<file path="config.mk">
export PLATFORM = sky130hd
export DESIGN_NAME = summation_unit
export DESIGN_NICKNAME = d
export VERILOG_FILES = /design/src/rtl/sum_pkg.sv /design/src/rtl/sum_adder.sv /design/src/rtl/summation_unit.sv
export SDC_FILE = /design/constraint.sdc
export NUM_CORES = 1
export LEC_CHECK = 0
export CAP_MARGIN = 20
export CORE_ASPECT_RATIO = 0.7
export CORE_MARGIN = 2
export CORE_UTILIZATION = 45
export DETAILED_ROUTE_END_ITERATION = 10
export DONT_BUFFER_PORTS = 1
export PLACE_DENSITY = 0.62
export SLEW_MARGIN = 10
export SYNTH_ARGS = -nofsm -noshare
export SYNTH_HDL_FRONTEND = slang
export SYNTH_SLANG_ARGS = --single-unit
</file>
<file path="constraint.sdc">
create_clock -name clk -period 2 [get_ports clk]
set_clock_uncertainty 0.15 [all_clocks]
set_input_delay 0.5 -clock clk [delete_from_list [all_inputs] [get_ports clk]]
set_output_delay 0.5 -clock clk [all_outputs]
set_load 0.02 [all_outputs]
</file>
<file path="src/rtl/sum_pkg.sv">
// Shared types for the summation unit: FSM state encoding and arithmetic mode codes.
package sum_pkg;

  typedef enum logic [1:0] {
    IDLE = 2'd0,
    ACC  = 2'd1,
    DONE = 2'd2
  } state_t;

  localparam int WRAP = 0;
  localparam int SAT  = 1;

endpackage

</file>
<file path="src/rtl/sum_adder.sv">
// Combinational WIDTH-bit adder with carry out; optionally clamps the result to all-ones on carry.
module sum_adder
  import sum_pkg::*;
#(
  parameter int WIDTH    = 8,
  parameter int SAT_MODE = WRAP
) (
  input  logic [WIDTH-1:0] a,
  input  logic [WIDTH-1:0] b,
  output logic [WIDTH-1:0] result,
  output logic             carry
);

  logic [WIDTH:0] full_sum;

  assign full_sum = {1'b0, a} + {1'b0, b};
  assign carry    = full_sum[WIDTH];

  generate
    if (SAT_MODE == SAT) begin : g_sat
      assign result = carry ? {WIDTH{1'b1}} : full_sum[WIDTH-1:0];
    end else begin : g_wrap
      assign result = full_sum[WIDTH-1:0];
    end
  endgenerate

endmodule

</file>
<file path="src/rtl/summation_unit.sv">
// Accumulates a programmed number of operands over a valid/ready input and pulses done with the final sum.
module summation_unit
  import sum_pkg::*;
#(
  parameter int WIDTH    = 8,
  parameter int CNT_W    = 8,
  parameter int SAT_MODE = WRAP
) (
  input  logic             clk,
  input  logic             rst,
  input  logic             start,
  input  logic [CNT_W-1:0] count,
  input  logic             abort,
  input  logic             in_valid,
  input  logic [WIDTH-1:0] in_data,
  output logic             in_ready,
  output logic [WIDTH-1:0] sum,
  output logic             busy,
  output logic             done,
  output logic             overflow,
  output logic             nill
);

  state_t           state_reg;
  logic [WIDTH-1:0] sum_reg;
  logic             overflow_reg;
  logic [CNT_W-1:0] remaining_reg;

  logic [WIDTH-1:0] add_result;
  logic             add_carry;

  sum_adder #(
    .WIDTH    (WIDTH),
    .SAT_MODE (SAT_MODE)
  ) u_adder (
    .a      (sum_reg),
    .b      (in_data),
    .result (add_result),
    .carry  (add_carry)
  );

  always_ff @(posedge clk) begin
    if (rst) begin
      state_reg     <= IDLE;
      sum_reg       <= '0;
      overflow_reg  <= 1'b0;
      remaining_reg <= '0;
    end else begin
      case (state_reg)
        IDLE: begin
          if (start) begin
            sum_reg       <= '0;
            overflow_reg  <= 1'b0;
            remaining_reg <= count;
            state_reg     <= (count != '0) ? ACC : DONE;
          end
        end
        ACC: begin
          // abort outranks a coincident beat, which is simply dropped
          if (abort) begin
            sum_reg       <= '0;
            overflow_reg  <= 1'b0;
            remaining_reg <= '0;
            state_reg     <= IDLE;
          end else if (in_valid) begin
            sum_reg       <= add_result;
            overflow_reg  <= overflow_reg | add_carry;
            remaining_reg <= remaining_reg - 1'b1;
            if (remaining_reg == CNT_W'(1)) begin
              state_reg <= DONE;
            end
          end
        end
        DONE: begin
          if (abort) begin
            sum_reg       <= '0;
            overflow_reg  <= 1'b0;
            remaining_reg <= '0;
          end
          state_reg <= IDLE;
        end
        default: state_reg <= IDLE;
      endcase
    end
  end

  // Handshake and status flags decode straight from the state register.
  assign in_ready = (state_reg == ACC);
  assign busy     = (state_reg != IDLE);
  assign done     = (state_reg == DONE);
  assign sum      = sum_reg;
  assign overflow = overflow_reg;
  assign nill     = (remaining_reg == '0);

endmodule

</file>
==> metrics.md <==
| Metric | Value |
|---|---|
| Unrepaired setup endpoints after global routing | `false` |
| Die Ht | `51.41 um` |
| Pin count of the biggest net entering global routing | `27` |
| GPL Wtd Cong | `0.8745` |
| Post-DP HPWL | `2753 um` |
| Synthesis-to-finish area growth | `14.37%` |
| Yosys reg bits | `19` |
| Clock root cell | `clkbuf_8` |
| Fillers | `304` |
| Hold Vio Cnt, Final | `0` |
| Reg clk slew, reported paths | `0.08 ns` |
| H-tree depth | `1` |
| Layout cells sized above 1 | `18.95%` |
| Io pins | `34` |
| Total power per unit cell area | `1172 nW/um^2` |
| FF-to-FF End | `sum[7]$_SDFFE_PP0P_` |
| Final setup TNS | `0 ns` |
| Area of the mapped netlist | `1445 sq um` |
| Crit end category | `output port` |
| Starting Density | `46.54%` |
| Hold Crit Class | `input pin to register` |
| Data arrival time of the critical path | `1.25 ns` |
| Final wirelength | `3689 um` |
| Max transition margin | `66.88%` |
| Average size of a mapped cell | `8.258 sq um` |
| Fin crit period | `1.897 ns` |
| Worst Hold Path EP | `sum[1]$_SDFFE_PP0P_` |
| Post-synth EDFFs | `0` |
| FF-to-FF Start | `state_reg[1]$_SDFFE_PP0P_` |
| Hold path cells | `1` |
| Grt ovf | `0` |
| Vias in the first global route | `1246` |
| Maximum buffer depth of the clock tree | `2` |
| Total CTS buffers | `3` |
| Core Rows | `17` |
| Max_cap viols | `0` |
| R2R depth | `6` |
| Via density | `5.991` |
| Final Cycle Share | `94.86%` |
| Slew Viols, Final | `0` |
| Core ar. | `3105 sq um` |
| Drt wl/cell | `16.18 um` |
| # setup viols final | `0` |
| Sequential cell area fraction in the yosys report | `26.32%` |
| # DRC | `0` |
| Worst-Skew Late Latency | `0.26 ns` |
| Post-route ant nets | `0` |
| Die Wd | `71.73 um` |
| # port buffers | `0` |
| R2r setup slk | `0.14 ns` |
| First-pass GRT wire length | `5989 um` |
| Worst Min Path Start | `rst` |
| Crit path required time | `1.35 ns` |
| Nature of the critical path startpoint | `register` |
| Worst VDD drop | `689.1 uV` |
| Share of flip-flops with an asynchronous set or reset | `0%` |
| Kind of critical path | `register to output port` |
| Die area | `3688 sq um` |
| Final nets | `228` |
| Status | `completed` |
| Mapped Cells | `175` |
| Total global-route track usage | `21.16%` |
| CTS tree | `built` |
| ANT cells | `0` |
| Syn_nets | `212` |
| Slew @ Worst Pin | `0.4927 ns` |
| TritonRoute pass-1 iters | `4` |
| Clock sinks | `19` |
| Leakage | `0.6967 nW` |
| Synth cell types | `49` |
| Ys Warns | `0` |
| Fmax | `0.5271 GHz` |
| DR vias | `1366` |
| Final Util | `53.22%` |
| Dominant synthesized flop cell | `dfxtp_1` |
| CP max FO | `7` |
| Initial antenna violation count | `0` |
| Iter 0 DRT Violations | `95` |
## cell type report
| class | instances | area [sq um] | share of cell area, % |
|---|---|---|---|
| Clock buffer | 3 | 41.29 | 2.498 |
| Clock inverter | 1 | 5.005 | 0.3028 |
| Inverter | 12 | 45.04 | 2.725 |
| Multi-Input combinational cell | 134 | 974.7 | 58.97 |
| Sequential cell | 19 | 381.6 | 23.09 |
| Tap cell | 38 | 47.55 | 2.877 |
| Timing Repair Buffer | 21 | 157.7 | 9.538 |
## cells in the final DEF, fill, tap and decap left out, types with 5 or more instances in the layout
cell / instances
nor2b_1: 5
nor2_1: 5
nand3_1: 6
ha_1: 14
buf_4: 21
a21oi_1: 18
inv_1: 12
nor3_1: 5
dfxtp_1: 18
nand2_1: 12
o21ai_0: 9
## per-stage QoR
stage          hold WS [ns]  worst slack (ns)  instance area (sq um)  cells  power [W]
2_1_floorplan        0.3081           0.01680                   1445    175   0.001347
5_1_grt              0.1275          0.007502                   1653    228   0.002097
3_3_place_gp         0.3243          -0.01605                   1577    221   0.001570
4_1_cts              0.1323           0.07529                   1623    225   0.001895
6_report             0.1384            0.1027                   1653    228   0.001937
3_5_place_dp         0.3387          -0.05313                   1577    221   0.001608
## per-layer routing
layer | share of wire, % | vias up | global-route usage [%]
met5 | 0 | - | 0
met1 | 48 | 648 | 29.43
li1 | - | 681 | -
met3 | 7.0 | 2 | 7.890
met2 | 45 | 35 | 31.94
met4 | 0.24 | 0 | 2.830
## how the worst max path moves through the flow
stage	start	end	slack (ns)	depth (start not counted)
detailed placement	in_data[0]	sum[6]$_SDFFE_PP0P_	-0.05	6
global placement	in_data[0]	sum[6]$_SDFFE_PP0P_	-0.02	6
finish	remaining_reg[4]$_SDFFE_PP0P_	nill	0.10	2
global route	remaining_reg[4]$_SDFFE_PP0P_	nill	0.008	2
CTS	remaining_reg[4]$_SDFFE_PP0P_	nill	0.08	2
floorplan	in_data[3]	sum[7]$_SDFFE_PP0P_	0.02	5
## power by group
group          internal, W  switching (W)  leakage [nW]
Sequential        0.000464      0.0000940         0.156
Combinational     0.000448       0.000646         0.516
Clock             0.000139       0.000146        0.0255
## cells in the mapped netlist, drive strengths merged (5+ instances only)
cell,instances,area share (%)
dfxtp,19,26
a21oi,18,6.2
ha,15,13
inv,12,3.1
nand2,12,3.1
o21ai,9,3.1
clkbuf,6,1.6
nand3,6,2.1
nor2,6,1.6
a211oi,5,2.9
nor2b,5,2.2
nor3,5,1.7
## what timing repair did
| item | CTS | global route |
|---|---|---|
| buffers inserted | 0 | 3 |
| hold buffers | 0 | 0 |
| endpoints found under the setup margin | 0 | 8 |
| resized for setup | 0 | 5 |
## worst max-delay path, stage by stage (launching register included)
cell	delay, ns
dfxtp_1	0.37
nor3_1	0.27
and4b_2	0.34
## cell families (layout without fill, tap and decap cells)
kind of cell / count (synthesis) / in the layout / share of synthesized area [%]
adder cells (fa/ha/maj): 16 / 16 / 14.37
AO/OA/AOI/OAI: 59 / 59 / 28.49
XOR/XNOR: 3 / 3 / 1.819
buffers and inverters: 22 / 37 / 6.667
flip-flops: 19 / 19 / 26.32
AND/OR/NAND/NOR: 56 / 56 / 22.34
(Power assumes the default switching activity.)
